$ cat src/rtl/level_table_param.sv
// level_table_param: per-user level table for the Memory-Tester game.
// Loads a user's level and best level at login. Promotes the level after
// WINS_PER_LEVEL wins and demotes it after LOSS_LIMIT consecutive losses.
// Writes both values back at logout for registered (green) users only.
//
// Ports:
//   clock          system clock, rising edge
//   rst            synchronous active-high reset
//   auth_bit       login request (sampled in IDLE)
//   internal_id    user ID, sampled with auth_bit
//   green_user     registered user flag, sampled with auth_bit
//   win / lose     round result pulses
//   rng_button     new-sequence request, clears the streak counters
//   log_out        end-of-session pulse
//   level_num      current session level, 0 when no session
//   best_level     best level of the current user, 0 when no session
//   levelupdated   1-cycle pulse on every level change
//   session_active high while in ACTIVE
//   max_reached    high while level_num == MAX_LEVEL in a session
module level_table_param #(
  parameter int unsigned NUM_USERS      = 8,
  parameter int unsigned ID_W           = 3,
  parameter int unsigned LEVEL_W        = 4,
  parameter int unsigned START_LEVEL    = 1,
  parameter int unsigned MAX_LEVEL      = 15,
  parameter int unsigned WINS_PER_LEVEL = 2,
  parameter int unsigned LOSS_LIMIT     = 3
) (
  input  logic               clock,
  input  logic               rst,
  input  logic               auth_bit,
  input  logic [ID_W-1:0]    internal_id,
  input  logic               green_user,
  input  logic               win,
  input  logic               lose,
  input  logic               rng_button,
  input  logic               log_out,
  output logic [LEVEL_W-1:0] level_num,
  output logic [LEVEL_W-1:0] best_level,
  output logic               levelupdated,
  output logic               session_active,
  output logic               max_reached
);

  localparam logic [1:0] StIdle   = 2'd0;
  localparam logic [1:0] StLoad   = 2'd1;
  localparam logic [1:0] StActive = 2'd2;
  localparam logic [1:0] StStore  = 2'd3;

  localparam int unsigned WinCntW  = $clog2(WINS_PER_LEVEL + 1);
  localparam int unsigned LossCntW = $clog2(LOSS_LIMIT + 1);

  localparam logic [LEVEL_W-1:0]  StartLvl = LEVEL_W'(START_LEVEL);
  localparam logic [LEVEL_W-1:0]  MaxLvl   = LEVEL_W'(MAX_LEVEL);
  localparam logic [LEVEL_W-1:0]  ZeroLvl  = '0;
  localparam logic [WinCntW-1:0]  WinLast  = WinCntW'(WINS_PER_LEVEL - 1);
  localparam logic [LossCntW-1:0] LossLast = LossCntW'(LOSS_LIMIT - 1);

  logic [1:0]          state_q, state_d;
  logic [ID_W-1:0]     id_q, id_d;
  logic                green_q, green_d;
  logic [LEVEL_W-1:0]  level_q, level_d;
  logic [LEVEL_W-1:0]  best_q, best_d;
  logic [WinCntW-1:0]  win_cnt_q, win_cnt_d;
  logic [LossCntW-1:0] loss_cnt_q, loss_cnt_d;
  logic                upd_q, upd_d;
  logic                active_q, active_d;
  logic                max_q, max_d;
  logic                wr_en;
  logic                guest;

  logic [LEVEL_W-1:0] lvl_tab_q  [NUM_USERS];
  logic [LEVEL_W-1:0] best_tab_q [NUM_USERS];

  // IDs beyond the table are guests: they start fresh and never write back.
  assign guest = (32'(id_q) >= NUM_USERS);

  always_comb begin
    state_d    = state_q;
    id_d       = id_q;
    green_d    = green_q;
    level_d    = level_q;
    best_d     = best_q;
    win_cnt_d  = win_cnt_q;
    loss_cnt_d = loss_cnt_q;
    upd_d      = 1'b0;
    active_d   = active_q;
    max_d      = max_q;
    wr_en      = 1'b0;

    case (state_q)
      StIdle: begin
        level_d    = ZeroLvl;
        best_d     = ZeroLvl;
        active_d   = 1'b0;
        max_d      = 1'b0;
        win_cnt_d  = '0;
        loss_cnt_d = '0;
        if (auth_bit) begin
          id_d    = internal_id;
          green_d = green_user;
          state_d = StLoad;
        end
      end

      StLoad: begin
        if (guest) begin
          green_d = 1'b0;
          level_d = StartLvl;
          best_d  = StartLvl;
        end else begin
          level_d = lvl_tab_q[id_q];
          best_d  = best_tab_q[id_q];
        end
        active_d = 1'b1;
        max_d    = (level_d == MaxLvl);
        state_d  = StActive;
      end

      StActive: begin
        if (log_out) begin
          active_d = 1'b0;
          state_d  = StStore;
        end else if (win && lose) begin
          // Contradictory result: drop both.
        end else if (rng_button) begin
          win_cnt_d  = '0;
          loss_cnt_d = '0;
        end else if (win) begin
          loss_cnt_d = '0;
          if (win_cnt_q == WinLast) begin
            win_cnt_d = '0;
            if (level_q < MaxLvl) begin
              level_d = level_q + LEVEL_W'(1);
              upd_d   = 1'b1;
            end
          end else begin
            win_cnt_d = win_cnt_q + WinCntW'(1);
          end
        end else if (lose) begin
          win_cnt_d = '0;
          if (loss_cnt_q == LossLast) begin
            loss_cnt_d = '0;
            if (level_q > StartLvl) begin
              level_d = level_q - LEVEL_W'(1);
              upd_d   = 1'b1;
            end
          end else begin
            loss_cnt_d = loss_cnt_q + LossCntW'(1);
          end
        end
        // Best level follows the live maximum so STORE can write it directly.
        best_d = (level_d > best_q) ? level_d : best_q;
        max_d  = (level_d == MaxLvl);
      end

      StStore: begin
        wr_en      = green_q;
        level_d    = ZeroLvl;
        best_d     = ZeroLvl;
        active_d   = 1'b0;
        max_d      = 1'b0;
        win_cnt_d  = '0;
        loss_cnt_d = '0;
        state_d    = StIdle;
      end

      default: state_d = StIdle;
    endcase
  end

  always_ff @(posedge clock) begin
    if (rst) begin
      state_q    <= StIdle;
      id_q       <= '0;
      green_q    <= 1'b0;
      level_q    <= ZeroLvl;
      best_q     <= ZeroLvl;
      win_cnt_q  <= '0;
      loss_cnt_q <= '0;
      upd_q      <= 1'b0;
      active_q   <= 1'b0;
      max_q      <= 1'b0;
    end else begin
      state_q    <= state_d;
      id_q       <= id_d;
      green_q    <= green_d;
      level_q    <= level_d;
      best_q     <= best_d;
      win_cnt_q  <= win_cnt_d;
      loss_cnt_q <= loss_cnt_d;
      upd_q      <= upd_d;
      active_q   <= active_d;
      max_q      <= max_d;
    end
  end

  always_ff @(posedge clock) begin
    if (rst) begin
      for (int unsigned i = 0; i < NUM_USERS; i++) begin
        lvl_tab_q[i]  <= StartLvl;
        best_tab_q[i] <= StartLvl;
      end
    end else if (wr_en) begin
      lvl_tab_q[id_q]  <= level_q;
      best_tab_q[id_q] <= best_q;
    end
  end

  assign level_num      = level_q;
  assign best_level     = best_q;
  assign levelupdated   = upd_q;
  assign session_active = active_q;
  assign max_reached    = max_q;

endmodule

$ cat config.mk
export PLATFORM = sky130hd
export DESIGN_NAME = level_table_param
export DESIGN_NICKNAME = d
export VERILOG_FILES = /design/src/rtl/level_table_param.sv
export SDC_FILE = /design/constraint.sdc
export NUM_CORES = 1
export LEC_CHECK = 0
export CAP_MARGIN = 20
export CELL_PAD_IN_SITES_DETAIL_PLACEMENT = 0
export CELL_PAD_IN_SITES_GLOBAL_PLACEMENT = 2
export CORE_ASPECT_RATIO = 1.75
export CORE_MARGIN = 2
export CORE_UTILIZATION = 41
export CTS_CLUSTER_DIAMETER = 100
export DETAILED_ROUTE_END_ITERATION = 8
export PLACE_DENSITY = 0.86
export SYNTH_ARGS = -nofsm -noshare
export SYNTH_HDL_FRONTEND = slang
export SYNTH_SLANG_ARGS = --single-unit
$ cat constraint.sdc
create_clock -name clock -period 3.65 [get_ports clock]
set_clock_uncertainty 0.05 [all_clocks]
set_input_delay 0.365 -clock clock [delete_from_list [all_inputs] [get_ports clock]]
set_output_delay 0.365 -clock clock [all_outputs]
set_load 0.02 [all_outputs]
==> results of run 1 <==
## sequential cells by signal, indices dropped and copies added, names as in the netlist, named ones only
| name | count |
|---|---|
| state_q | 2 |
| max_reached | 1 |
| best_tab_q | 32 |
| green_q | 1 |
| win_cnt_q | 2 |
| level_num | 4 |
| lvl_tab_q | 32 |
| best_level | 4 |
| id_q | 3 |
| levelupdated | 1 |
| loss_cnt_q | 2 |
| session_active | 1 |
## cell usage after synthesis (all sizes together), types with 9 or more instances
master  instances  area [µm²]
nand2b          9        56.3
clkbuf         22        85.1
or3             9        57.6
edfxtp         64        1920
or2             9        56.3
mux4           16         360
nor3           30         150
nand2          26        97.6
dfxtp          24         480
nand3          11        60.1
nor4           10        68.8
ha             11         138
a21oi          11        55.1
and2           17         106
nor2           24        90.1
## metal layers
layer,vias to the layer above,part of all wire
met2,52,0.58
met3,16,0.031
li1,1371,-
met1,1427,0.37
met4,0,0.021
met5,-,0
## kinds of logic after synthesis
| family | Yosys count |
|---|---|
| compound gates | 35 |
| xor+xnor | 1 |
| fa+ha+maj | 11 |
| buf+inv | 36 |
| flops | 88 |
| mux | 30 |
| simple gates | 160 |
## layout make-up
class,count,share of cell area
repair buffers,30,0.0561
multi-input cells,237,0.358
inverters,10,0.00758
clock inverters,7,0.0157
flip-flops and latches,88,0.485
well taps,127,0.0321
clock buffers,9,0.0455
## through the flow
step	util	cells	area (µm²)	worst slack (ns)
after detailed placement	0.454	492	4650	0.296
after floorplan	-	361	4320	0.366
final	0.483	508	4950	0.278
after CTS	0.483	508	4950	0.270
after global routing	0.483	508	4950	0.0308
after global placement	0.454	492	4650	0.384
## report_power, final
group | leakage (nW) | switching, W | internal (W)
combinational | 0.641 | 0.000352 | 0.000253
clock | 0.147 | 0.000398 | 0.000537
sequential | 0.799 | 0.0000855 | 0.00113
total | 1.59 | 0.000836 | 0.00192
## worst min path at each step
stage / endpoint / slack, ns / depth (start not counted)
2_1_floorplan: win_cnt_q[1] / 0.37 / 2
3_3_place_gp: win_cnt_q[1] / 0.38 / 2
3_5_place_dp: win_cnt_q[1] / 0.39 / 2
4_1_cts: win_cnt_q[1] / 0.40 / 2
5_1_grt: win_cnt_q[1] / 0.44 / 2
6_report: win_cnt_q[1] / 0.40 / 2
## worst register-to-register path: stages, from the launching register on
cell      delay, ns
dfxtp_1        0.42
inv_1          0.24
ha_1           0.27
or2_1          0.24
a211oi_2       0.30
o21ai_0        0.15
a211oi_2       0.32
ha_1           0.29
nor2b_1        0.13
o21a_1         0.16
o211ai_1       0.16
nand3_1        0.24
a311oi_1       0.32
==> out/metrics.cfg, run 1 <==
[floorplan]
io_pins=22
die-width_um=81.6
die_y_um=140
start_util=0.422
coreArea_um2=10200
die-area_um2=11400
num_rows=49

[clock_tree]
cts_setup_buffers=0
cts_buffer_depth=2
post_cts_resized=0
clock-sinks=88
clk_latency_ns=0.35
clk_pin_slew_worst_paths_ns=0.06
numCtsBuffers=9
cts_max_level=3
cts_tree=done
holdBufCountCts=0
cts_root_buffer=clkbuf_16

[timing]
setup_viol=0
post-route-period-util=0.924
hold_viol_final=0
timing.fmax_mhz=297
fin_crit_ns=3.37
holdWs_ns=0.395
worst_pin_slew_ns=0.846
slew_violations=0
tns_ns=0
slew-limit-headroom=0.435
rsz0062_at_grt=no

[global_routing]
grt_max_degree=31
antenna_found_initial=0
grtUsageMet3=0.0402
gr-total-overflow=0
grt_usage=0.190
grt_pass1_vias=2852
grt_busiest_layer=met2
grt_pass1_wl_um=15500
met2_usage=0.342
grtUsageMet1=0.215

[worst_setup_path]
path_delay_family=compound AO/OA/AOI/OAI gates
r2r-start=level_num[1]
start_kind=register
crit_chain=inv_1 -> ha_1 -> or2_1 -> a211oi_2 -> o21ai_0 -> a211oi_2 -> ha_1 -> nor2b_1 -> o21a_1 -> o211ai_1 -> nand3_1 -> a311oi_1
crit_fanout=12
cp_slowest_cell=dfxtp_1
worst-path-buf-inv=1
end_kind=register
arrival_ns=3.58
r2r_slack_ns=0.28
crit_cells=12
critPathKind=reg -> reg
cp-startpoint=level_num[1]
timing.rr.end=best_level[3]
critical_path_required_ns=3.86
cpPeakStageDelay_ns=0.42
r2r_cells=12
crit_end=best_level[3]

[synth]
synth.distinct_cells=49
synth_fa_ha_area_frac=0.0319
muxShareOfSynthArea=0.118
synth_top_family_by_area=simple AND/OR/NAND/NOR gates
async_flop_share=0
synth_compound_area_frac=0.0603
postSynthAreaPerCell_um2=12.0
synth-edff-count=64
synth_fp_nets=383
ys_seq_area_frac=0.557
yosys_warnings=0
synth_xor_area_frac=0.00203
synth.ff_latch_count=88
netlist_area_um2=4320
synthCells=361
synth-main-ff-cell=edfxtp_1
yosys.area_share.simple=0.198

[routing]
first_pass_iters=4
vias=2866
wl_per_cell_um=19.3
wl_um=9830
remaining_drc_errors=0
vias_per_cell=5.64
drt-initial-drc-count=240
antenna_left=0

[run_status]
status=completed

[finish]
area_delta_synth_final_pct=14.7
diodes=0
layout-drive-gt1-share=0.173
nFillCells=946
final_common_cell=edfxtp_1
multiInputGateArea_um2=1770
final_cell_mix=edfxtp_1 (64), nor3_1 (30), nand2_1 (26)
layout.nets=398
regArea_um2=2400

[placement]
portBuffers=21
hpwl_um=7030
place_congestion=0.769

[min_path]
hold_start=win_cnt_q[1]
hp-class=reg -> reg

[pwr]
power.total_w=0.00276
p_leak_nw=1.59
cellPowerDensity_nw_per_um2=557
ir_drop_uv=381

[flow_run]
cap_violations=0

No activity file was read; power rests on OpenSTA's default activity.
==> run 2: changes to the inputs <==
--- a/config.mk
+++ b/config.mk
@@ -14,6 +14,7 @@
 export CTS_CLUSTER_DIAMETER = 100
 export DETAILED_ROUTE_END_ITERATION = 8
 export PLACE_DENSITY = 0.86
+export SLEW_MARGIN = 20
 export SYNTH_ARGS = -nofsm -noshare
 export SYNTH_HDL_FRONTEND = slang
 export SYNTH_SLANG_ARGS = --single-unit
==> results of run 2 <==
Final layout, timing and power as in run 1 (identical DEF).
